## src/rtl/otter_fetch_stage.sv

```systemverilog
`default_nettype none
// ============================================================================
// Module      : otter_fetch_stage
// Description : OTTER instruction-fetch front end. Owns the PC, drives the
//               synchronous memory instruction port, builds the IF/DE register.
// Revision    : 1.0 - initial release
// ============================================================================
module otter_fetch_stage #(
    parameter logic [31:0] RESET_VECTOR = 32'h0000_0000,
    parameter int          ADDR_WIDTH   = 14
) (
    input  logic                  CLK,
    input  logic                  RST,
    input  logic                  STALL,
    input  logic                  FLUSH,
    input  logic [31:0]           REDIRECT_PC,
    output logic                  MEM_RDEN1,
    output logic [ADDR_WIDTH-1:0] MEM_ADDR1,
    input  logic [31:0]           MEM_DOUT1,
    output logic                  IF_VALID,
    output logic [31:0]           IF_PC,
    output logic [31:0]           IF_PC_INC,
    output logic [31:0]           IF_IR,
    output logic                  FETCH_MISALIGN,
    output logic [31:0]           FETCH_COUNT
);

    localparam logic [31:0] c_NOP      = 32'h0000_0013;
    localparam logic [0:0]  c_ST_BOOT  = 1'b0;
    localparam logic [0:0]  c_ST_RUN   = 1'b1;

    logic [31:0] r_pc;
    logic [0:0]  r_state;
    logic [0:0]  w_next_state;
    logic [31:0] w_next_pc;

    logic        r_if_valid;
    logic [31:0] r_if_pc;
    logic [31:0] r_if_pc_inc;
    logic [31:0] r_if_ir;
    logic        r_misalign;
    logic [31:0] r_fetch_count;

    // r_pc is the address whose data is on MEM_DOUT1 this cycle
    always_comb begin
        w_next_pc = r_pc + 32'd4;
        if (RST)
            w_next_pc = RESET_VECTOR;
        else if (FLUSH)
            w_next_pc = {REDIRECT_PC[31:2], 2'b00};
        else if (STALL)
            w_next_pc = r_pc;
    end

    always_comb begin
        w_next_state = c_ST_RUN;
        if (RST)
            w_next_state = c_ST_BOOT;
    end

    always_ff @(posedge CLK) begin
        r_state <= w_next_state;
        r_pc    <= w_next_pc;
    end

    always_ff @(posedge CLK) begin
        if (RST) begin
            r_if_valid    <= 1'b0;
            r_if_ir       <= c_NOP;
            r_if_pc       <= RESET_VECTOR;
            r_if_pc_inc   <= RESET_VECTOR + 32'd4;
            r_fetch_count <= 32'd0;
        end else if (FLUSH) begin
            r_if_valid    <= 1'b0;
            r_if_ir       <= c_NOP;
        end else if (STALL) begin
            r_if_valid    <= r_if_valid;
        end else if (r_state == c_ST_BOOT) begin
            r_if_valid    <= 1'b0;
            r_if_ir       <= c_NOP;
        end else begin
            r_if_valid    <= 1'b1;
            r_if_ir       <= MEM_DOUT1;
            r_if_pc       <= r_pc;
            r_if_pc_inc   <= r_pc + 32'd4;
            r_fetch_count <= r_fetch_count + 32'd1;
        end
    end

    // Misalignment is flagged only when a redirect is actually accepted
    always_ff @(posedge CLK) begin
        if (RST)
            r_misalign <= 1'b0;
        else
            r_misalign <= FLUSH && (REDIRECT_PC[1:0] != 2'b00);
    end

    assign MEM_RDEN1      = 1'b1;
    assign MEM_ADDR1      = w_next_pc[ADDR_WIDTH+1:2];
    assign IF_VALID       = r_if_valid;
    assign IF_PC          = r_if_pc;
    assign IF_PC_INC      = r_if_pc_inc;
    assign IF_IR          = r_if_ir;
    assign FETCH_MISALIGN = r_misalign;
    assign FETCH_COUNT    = r_fetch_count;

endmodule
`default_nettype wire
```

## config.mk

```make
export PLATFORM = sky130hd
export DESIGN_NAME = otter_fetch_stage
export DESIGN_NICKNAME = d
export VERILOG_FILES = /design/src/rtl/otter_fetch_stage.sv
export SDC_FILE = /design/constraint.sdc
export NUM_CORES = 1
export LEC_CHECK = 0
export CAP_MARGIN = 20
export CORE_UTILIZATION = 45
export CTS_CLUSTER_SIZE = 28
export DETAILED_ROUTE_END_ITERATION = 8
export HOLD_SLACK_MARGIN = 0.06
export PLACE_DENSITY = 0.75
export SKIP_LAST_GASP = 1
export SLEW_MARGIN = 40
export SYNTH_ARGS = -nofsm -noshare
export SYNTH_HDL_FRONTEND = slang
export SYNTH_SLANG_ARGS = --single-unit
export TNS_END_PERCENT = 50
```

## constraint.sdc

```tcl
create_clock -name CLK -period 3.05 [get_ports CLK]
set_clock_uncertainty 0.05 [all_clocks]
set_input_delay 0.915 -clock CLK [delete_from_list [all_inputs] [get_ports CLK]]
set_output_delay 0.915 -clock CLK [all_outputs]
set_load 0.03 [all_outputs]
```

# Word-level counts from Yosys, hierarchy flattened
# Cells that the tools add are included.
dict set report op_classes {
  eq_ne 1
  n_mux 6
  reduce_logical 4
  n_bitwise 2
  n_addsub 2
}
# cell count
set op_table {}
lappend op_table {{$mux W32} 3}
lappend op_table {{$add A32 B1 Y32 const B} 1}
lappend op_table {{$add A32 B3 Y32 const B} 1}
lappend op_table {{$mux W16} 1}
lappend op_table {{$reduce_and A3 Y1} 1}
lappend op_table {{$mux W1} 2}
lappend op_table {{$ne A2 B1 Y1 const B} 1}
lappend op_table {{$not A1 Y1} 2}
lappend op_table {{$reduce_bool A2 Y1} 1}
lappend op_table {{$reduce_or A2 Y1} 1}
lappend op_table {{$logic_and A1 B1 Y1} 1}
dict set report word_totals {
  elab_cells 25
  register_bits 163
  inputBits 68
  output_inout_bits 145
}

# Logic depth before layout (Yosys ltp)
# Gate-level depths: netlist of the first run.
dict set report depth {
  depth_word 4
  mapped_depth 6
  mapped_depth_nobuf 5
}

# Worst setup path after synthesis of the first run
# OpenSTA, ideal clock, no wires.
dict set report synth_timing {
  path_kind {input-to-output}
  start {input port FLUSH}
  end {output port MEM_ADDR1[10]}
  cell_stages 5
  required_time_ns 2.085
  path_buffers 3
  slack_ns -0.542
  arrival_ns 2.627
  path_cell_list {clkbuf_1 clkinv_1 clkbuf_1 buf_1 a211oi_1}
}
dict set report synth_between {
  elab_chain_len 2
}
# item line_no
set synth_lines {}
lappend synth_lines {{from (decl)} 15} ;# input logic FLUSH,
lappend synth_lines {{$mux W32} 49} ;# else if (FLUSH)
lappend synth_lines {{$mux W16} 47} ;# if (RST)
lappend synth_lines {{to (decl)} 18} ;# output logic [ADDR_WIDTH-1:0] MEM_ADDR1,
# Every way passes these cells.

# Worst setup path in the final report of the first run
dict set report layout_timing {
  start {register r_pc[10]}
  end {output port MEM_ADDR1[10]}
}
dict set report layout_between {
  elab_chain_len 4
}
# item line_no
set layout_lines {}
lappend layout_lines {{from (decl)} 32} ;# logic [31:0] r_pc;
lappend layout_lines {{from (signal assigned)} 63} ;# r_pc <= w_next_pc;
lappend layout_lines {{$add A32 B3 Y32} 46} ;# w_next_pc = r_pc + 32'd4;
lappend layout_lines {{$mux W32} 51} ;# else if (STALL)
lappend layout_lines {{$mux W32} 49}
lappend layout_lines {{$mux W16} 47}
# Every way passes these cells. The select of a mux whose other input is x is not followed.

==> impl_metrics.ini, run 1 <==
[sta]
setup_slack_ns = -0.0437
drv_slew = 0
fmax_mhz = 323
final.setup.tns_ns = -0.122
finalSetupViolations = 6
worst_slew_pin_slew_ns = 0.841
fin_crit_ns = 3.09
grt_setup_unrepaired = true
finalCritPeriodShare = 1.01
relSlewSlack = 0.435
finalHoldViolCount = 0

[cts]
htree_levels = 4
ctsHoldBuffers = 0
clock_latency_ns = 0.43
clockRootBuffer = clkbuf_16
cts.sinks = 157
cts_max_path_buffers = 2
clk_pin_slew_ns = 0.06
cts_tree = built
numCtsBuffers = 17

[setup_path]
slowest_delay_ns = 0.33
slowest_stage = dfxtp_1
reg2reg_slack_ns = 0.54
required_ns = 2.08
cp_common_cell = buf_4
arrival_ns = 2.13
end_kind = output pin
start_kind = register
cp.buffers_inverters = 3
crit_type = register to output pin
startpoint = r_pc[10]
rr_startpoint = r_pc[15]
crit_fanout = 8
cpLargestDelayFamily = buffers and inverters
cp_cell_sequence = buf_4 -> nand4_1 -> buf_4 -> nor3_2 -> xnor2_1 -> a211oi_4 -> buf_4

[logic_synthesis]
synth_area_per_cell_um2 = 8.23
synth_xor_area_frac = 0.0383
ys_seq_area_frac = 0.444
yosys.cell_types.count = 57
synthSimpleGateAreaFrac = 0.257
synth_edf_count = 0
synth.top_cell.area_share = 0.444
synthesis.area_um2 = 7090
yosys_warnings = 0
async_flop_share = 0
netlist_instances = 861
synthAdderAreaFrac = 0.00353
netlist_top_cells_area = dfxtp_1 (44%), nand2_1 (5.4%), a21oi_1 (4.5%)
synth.ff_latch_count = 157
synth-compound-area-share = 0.189
ys.flop_type = dfxtp_1
synth_top_area_cell = dfxtp_1
synth_top_family_by_area = simple AND/OR/NAND/NOR gates
synth_mux_area_frac = 0.0109

[route]
drt_iter0_drc = 577
drc = 0
wl_per_cell_um = 17.4
antenna_left = 0
viasPerCell = 5.66
dr.pass1.iters = 5
routed_wl_um = 22800
vias = 7396

[placement]
dp_slack_ns = -0.303
place_area_um2 = 9730
port_buffers = 207
gp_congestion = 0.877
dp_hpwl_um = 15500

[finish]
nFillCells = 1230
final_common_cell = clkdlybuf4s50_1
nets = 1153
multi_input_area_um2 = 3790
diodes = 0
area_growth_pct = 49.1
fin_area_um2 = 10600
seqCellArea_um2 = 3160
layout_common_cells = clkdlybuf4s50_1 (190), dfxtp_1 (153), nand2_1 (102)
layout-drive-gt1-share = 0.149

[power]
peakVddDrop_uv = 404
p_total_mw = 5.07
p_per_area_nw_per_um2 = 479
p_leak_nw = 3.59

[grt]
grt_max_degree = 55
antenna_found_initial = 0
overflow = 0
grt_pass1_wl_um = 34700
grt_pass1_vias = 6570
track_usage = 0.271

[die]
initial_core_util = 0.464
die_x_um = 127
core_area_um2 = 15300
dieArea_um2 = 16300
rows = 45
io_pins = 213
die_y_um = 127

[worst_hold_path]
hold_class = register to register
hold_start = IF_PC[18]

[job]
max_cap_violations = 0

[status]
status = complete, but fails checks
violations = negative setup slack
## per-layer routing
metal | wire, µm | track usage | vias up
li1 | - | - | 3562
met1 | 10100 | 0.363 | 3484
met2 | 10500 | 0.423 | 309
met3 | 1810 | 0.0800 | 41
met4 | 422 | 0.0784 | 0
met5 | 0 | 0 | -
## kinds of logic (layout without fill, tap and decap cells)
| logic type | count (synthesis) | in the layout |
|---|---|---|
| muxes | 7 | 7 |
| DFF | 157 | 157 |
| xor gates and xnor gates | 31 | 31 |
| AOI/OAI and AO/OA | 207 | 207 |
| other | 2 | 5 |
| and+or+nand+nor | 359 | 359 |
| buffers and inverters | 96 | 328 |
| adders and majority gates | 2 | 2 |
## sequential cells by signal, summed over array words and instances, names as in the netlist
signal / flops
r_pc: 30
IF_PC: 30
IF_PC_INC: 30
IF_IR: 32
IF_VALID: 1
FETCH_MISALIGN: 1
r_state: 1
FETCH_COUNT: 32
## through the flow
step | hold WS, ns | utilization | cells
6_report | 0.406 | 0.692 | 1307
4_1_cts | 0.408 | 0.683 | 1296
2_1_floorplan | 0.428 | - | 864
5_1_grt | 0.424 | 0.692 | 1307
3_3_place_gp | 0.391 | 0.637 | 1263
3_5_place_dp | 0.396 | 0.637 | 1263
## power breakdown
| group | internal, mW | switching (mW) |
|---|---|---|
| combinational | 0.296 | 0.364 |
| sequential | 2.12 | 0.0668 |
| clock | 1.34 | 0.884 |
## area by class of cell
cell class,count,area share
well taps,211,0.0250
inverters,18,0.00640
multi-input cells,611,0.359
repair buffers,278,0.253
clock inverters,12,0.0154
flip-flops and latches,157,0.299
clock buffers,20,0.0432
## cell usage after synthesis, drive strengths merged (5+ instances only)
master     n
o21ai     36
o31ai     13
inv       16
dfxtp    157
or4       18
a211oi    16
xnor2     23
buf       26
nand4     24
or3       17
a31oi      9
a2111oi    5
and3       9
xor2       8
nand2    102
and2       6
a21oi     64
clkbuf    52
a311oi    10
nor2      84
nand3     20
nor3      23
nor2b     10
mux2       6
nor4      22
and4       9
a22oi     29
## path summary, 6_finish.rpt
kind / to / depth (start not counted)
min reg2reg: IF_PC[18] / 2
max reg2reg: r_pc[26] / 4
min: IF_PC[18] / 2
max: MEM_ADDR1[10] / 7
## worst reg2reg max path, stage by stage (launching register included)
cell	delay, ns
dfxtp_1	0.56
nand4_1	0.39
nor4_1	0.70
a211oi_1	0.18
a2111oi_0	0.47
## what timing repair did
action                     CTS  global route
setup endpoints to repair   14            12
setup buffers                1            11
resized for setup           22            10
pin swaps                    5             5
No activity file was read; power rests on OpenSTA's default activity.
==> inputs of run 2 (changes only) <==
SETUP_SLACK_MARGIN = 0.05   (was not set)
clock period = 3.8 ns   (was 3.05 ns; I/O delays follow)
==> run 2 against run 1 <==
Effect of this change:
- the flow now finishes without violations
- global-route usage rose by 0.28 points
- sequential power fell by 19%
- worst hold slack worse by 0.0021 ns
- largest power group is now sequential cells
- core utilization shrank 3.4 points
- power down 22%
==> impl_metrics.ini, run 2 (synthesis results as in run 1) <==
[cts]
clk_pin_slew_ns = 0.06
clockRootBuffer = clkbuf_16
ctsHoldBuffers = 0
cts_tree = built
cts_max_path_buffers = 2
clock_latency_ns = 0.43
htree_levels = 4
cts.sinks = 157
numCtsBuffers = 17

[power]
p_seq_frac = 0.446
p_per_area_nw_per_um2 = 393
p_int_mw = 2.91
switchingPower_mw = 1.03
switching_share = 0.261
p_leak_nw = 3.37
combPwrFrac = 0.120
p_total_mw = 3.94
clkPwrFrac = 0.433
peakVddDrop_uv = 325

[route]
vias = 7272
drt_iter0_drc = 722
viasPerCell = 5.72
wl_per_cell_um = 17.2
routed_wl_um = 21900
drc = 0
antenna_left = 0
dr.pass1.iters = 5

[sta]
grt_setup_unrepaired = true
relSlewSlack = 0.494
finalCritPeriodShare = 0.986
fin_crit_ns = 3.75
fmax_mhz = 267
drv_slew = 0
finalSetupViolations = 0
worst_slew_pin_slew_ns = 0.751
finalHoldViolCount = 0

[worst_hold_path]
whs_path_depth = 2
hold_class = register to register
holdPathEnd = IF_PC[30]
hold_start = IF_PC[30]

[finish]
area_growth_pct = 41.7
nFillCells = 1291
layout-drive-gt1-share = 0.107
layout_common_cells = clkdlybuf4s50_1 (190), dfxtp_1 (157), nand2_1 (102)
nets = 1117
diodes = 0
post-route-util = 0.658
final_common_cell = clkdlybuf4s50_1

[die]
io_pins = 213
die_y_um = 127
die_x_um = 127
core_area_um2 = 15300
rows = 45
initial_core_util = 0.464
dieArea_um2 = 16300

[setup_path]
end_kind = output pin
arrival_ns = 2.56
required_ns = 2.61
rr_startpoint = r_pc[21]
worst_r2r_endpoint = IF_PC_INC[29]
reg2reg_slack_ns = 1.40
start_kind = input pin
rr_worst_depth = 4
crit_type = input pin to output pin
crit_fanout = 10

[grt]
grt_max_degree = 88
antenna_found_initial = 0
overflow = 0
grt_pass1_wl_um = 34900
grt_pass1_vias = 6664
track_usage = 0.274

[placement]
port_buffers = 207
gp_congestion = 0.876
dp_hpwl_um = 14900

[status]
status = finished, final reports clean

[job]
max_cap_violations = 0
-- run 2: worst max-delay path by stage --
stage	start	end	slack [ns]	depth (start not counted)
after detailed placement	FLUSH	MEM_ADDR1[13]	-0.08	5
final	STALL	MEM_ADDR1[12]	0.05	6
after CTS	STALL	MEM_ADDR1[12]	0.11	6
after global placement	FLUSH	MEM_ADDR1[13]	-0.04	5
after floorplan	STALL	MEM_ADDR1[4]	-0.15	4
after global routing	STALL	MEM_ADDR1[12]	-0.03	6
-- run 2: power groups by stage --
| stage | sequential, mW | clock, mW | combinational, mW |
|---|---|---|---|
| finish | 1.76 | 1.71 | 0.474 |
| global placement | 1.79 | 0 | 0.461 |
| global route | 1.77 | 1.80 | 0.508 |
| CTS | 1.76 | 1.73 | 0.473 |
| floorplan | 1.82 | 0 | 0.218 |
| detailed placement | 1.79 | 0 | 0.464 |
-- run 2: metrics by stage --
stage	cells	TNS [ns]	setup WS [ns]	hold slack [ns]	instance area, µm²
global route	1271	-0.0323	-0.0323	0.416	10000
CTS	1268	0	0.109	0.406	10000
detailed placement	1235	-0.124	-0.0772	0.398	9370
finish	1271	0	0.0548	0.404	10000
global placement	1235	-0.0843	-0.0428	0.392	9370
floorplan	864	-0.569	-0.151	0.428	7140
-- run 2: critical path: stages --
cell	delay, ns
buf_2	0.18
nand3b_1	0.32
nor4_2	0.30
xnor2_1	0.13
a211oi_2	0.28
buf_4	0.20
-- run 2: layout make-up --
type | instances | area (µm²) | area share
clock buffers | 19 | 453 | 0.0451
flip-flops and latches | 157 | 3140 | 0.313
inverters | 18 | 68.8 | 0.00685
well taps | 211 | 264 | 0.0263
repair buffers | 242 | 2340 | 0.233
clock inverters | 13 | 143 | 0.0142
multi-input cells | 611 | 3630 | 0.361
-- run 2: per-layer routing --
layer	share of wire	GRT usage	vias to the layer above	wire, µm
li1	-	-	3489	-
met1	0.44	0.377	3401	9610
met2	0.45	0.409	336	9800
met3	0.091	0.0674	46	1990
met4	0.023	0.116	0	510
met5	0	0	-	0
-- run 2: timing repair --
item | 4_1_cts | 5_1_grt
buffers inserted | 0 | 3
resized for setup | 4 | 3
cloned | 1 | 0
endpoints found under the hold margin | 0 | 0
endpoints found under the setup margin | 6 | 3
pin swaps | 0 | 1
==> inputs of run 3 (changes only) <==
CORE_ASPECT_RATIO = 1.1   (was not set)
MAX_ROUTING_LAYER = met4   (was not set)
==> run 3 against run 2 <==
Effect of this change:
- die area about the same
- cell area up 0.12%
- core utilization rose by 0.20 points
- power fell by 0.26%
- largest cell class unchanged
- setup slack better by 0.10 ns
- clock power about the same
- combinational power increased by 3%
- worst hold slack got worse by 0.0015 ns
- non-clock buffer count grew 1
==> impl_metrics.ini, run 3 (synthesis results as in run 1) <==
[setup_path]
slowest_delay_ns = 0.49
reg2reg_slack_ns = 1.30
required_ns = 2.61
rr_startpoint = r_pc[13]
worst_r2r_endpoint = r_pc[31]
cpLargestDelayFamily = simple AND/OR/NAND/NOR gates
cp.buffers_inverters = 2
crit_type = register to output pin
arrival_ns = 2.45
startpoint = r_pc[7]
crit_fanout = 7
end_kind = output pin
cp_cell_sequence = and3_1 -> nand3_1 -> or4_1 -> a311oi_1 -> buf_4 -> buf_4
cp_common_cell = buf_4
slowest_stage = dfxtp_1
start_kind = register
rr_worst_depth = 4

[cts]
cts_tree = built
htree_levels = 4
cts.sinks = 157
clock_latency_ns = 0.42
numCtsBuffers = 17
clockRootBuffer = clkbuf_16
ctsHoldBuffers = 0
cts_max_path_buffers = 2
clk_pin_slew_ns = 0.06

[die]
dieArea_um2 = 16300
rows = 47
core_area_um2 = 15200
die_y_um = 134
io_pins = 213
die_x_um = 122
initial_core_util = 0.465

[grt]
grt_use_met1 = 0.364
met3_usage = 0.0604
busiest_layer = met2
overflow = 0
track_usage = 0.288
antenna_found_initial = 0
grt_max_degree = 82
grt_pass1_vias = 6803
grt_pass1_wl_um = 35300
use_met2 = 0.449

[worst_hold_path]
hold_start = IF_PC[8]
holdPathEnd = IF_PC[8]
whs_path_depth = 2
hold_class = register to register

[power]
peakVddDrop_uv = 239
p_leak_nw = 3.37
p_per_area_nw_per_um2 = 391

[finish]
final_common_cell = clkdlybuf4s50_1
diodes = 0
nets = 1118
layout-drive-gt1-share = 0.102
layout_common_cells = clkdlybuf4s50_1 (190), dfxtp_1 (157), nand2_1 (102)
area_growth_pct = 41.9
nFillCells = 1357
post-route-util = 0.660

[route]
viasPerCell = 5.78
antenna_left = 0
drt_iter0_drc = 620
routed_wl_um = 22400
vias = 7267
dr.pass1.iters = 5
wl_per_cell_um = 17.8
drc = 0

[sta]
grt_setup_unrepaired = false
fin_crit_ns = 3.64
finalHoldViolCount = 0
hold_ws_ns = 0.402
fmax_mhz = 275
relSlewSlack = 0.428
final.setup.tns_ns = 0
worst_slew_pin_slew_ns = 0.850
drv_slew = 0
finalCritPeriodShare = 0.958
finalSetupViolations = 0

[status]
status = finished, final reports clean

[placement]
dp_hpwl_um = 16200
port_buffers = 207
gp_congestion = 1.00

[job]
max_cap_violations = 0
run 3: changes by cell type in the layout (fill, tap and decap cells not counted), moves of 2 or more:
cell / delta
clkbuf_1: +2
clkinv_2: -2
buf_12: +6
clkinv_4: -3
buf_4: -4
run 3: report_power, final:
part	internal (mW)	switching, mW	total (mW)
Clock	0.991	0.694	1.69
Combinational	0.216	0.273	0.489
Sequential	1.70	0.0589	1.76
Total	2.91	1.03	3.93
run 3: repair_timing:
action	4_1_cts	5_1_grt
resized for setup	1	2
pin swaps	0	0
buffers inserted	0	0
setup endpoints to repair	6	4
run 3: worst max-delay path by stage:
stage / endpoint / slack, ns / cells past startpoint
CTS: MEM_ADDR1[12] / 0.07 / 6
global route: MEM_ADDR1[13] / 0.08 / 6
global placement: MEM_ADDR1[11] / -0.08 / 7
floorplan: MEM_ADDR1[4] / -0.15 / 4
detailed placement: MEM_ADDR1[11] / -0.06 / 7
finish: MEM_ADDR1[13] / 0.16 / 6
run 3: worst reg2reg max path: stages (launching register included):
cell and delay, ns:
dfxtp_1 0.54, nand4_2 0.30, or4_1 0.82, o311a_1 0.41, a211o_1 0.28
run 3: cell type report:
type	instances	area [µm²]	area share
Clock inverter	12	139	0.0138
Sequential cell	157	3140	0.313
Clock buffer	20	447	0.0444
Tap cell	196	245	0.0244
Inverter	18	67.6	0.00672
Timing Repair Buffer	243	2400	0.239
Multi-Input combinational cell	611	3610	0.360
run 3: per-stage QoR:
stage / setup slack, ns / instances / total power [mW] / cell area (µm²)
after floorplan: -0.151 / 864 / 2.04 / 7140
after global placement: -0.0802 / 1225 / 2.27 / 9460
after detailed placement: -0.0559 / 1225 / 2.28 / 9460
after CTS: 0.0720 / 1257 / 3.95 / 10000
after global routing: 0.0780 / 1257 / 4.07 / 10100
final: 0.160 / 1257 / 3.93 / 10100
run 3: layer usage:
| metal | vias to the layer above | share of wire |
|---|---|---|
| met2 | 335 | 0.46 |
| met4 | 0 | 0.024 |
| met3 | 46 | 0.080 |
| met5 | - | 0 |
| li1 | 3488 | - |
| met1 | 3398 | 0.43 |
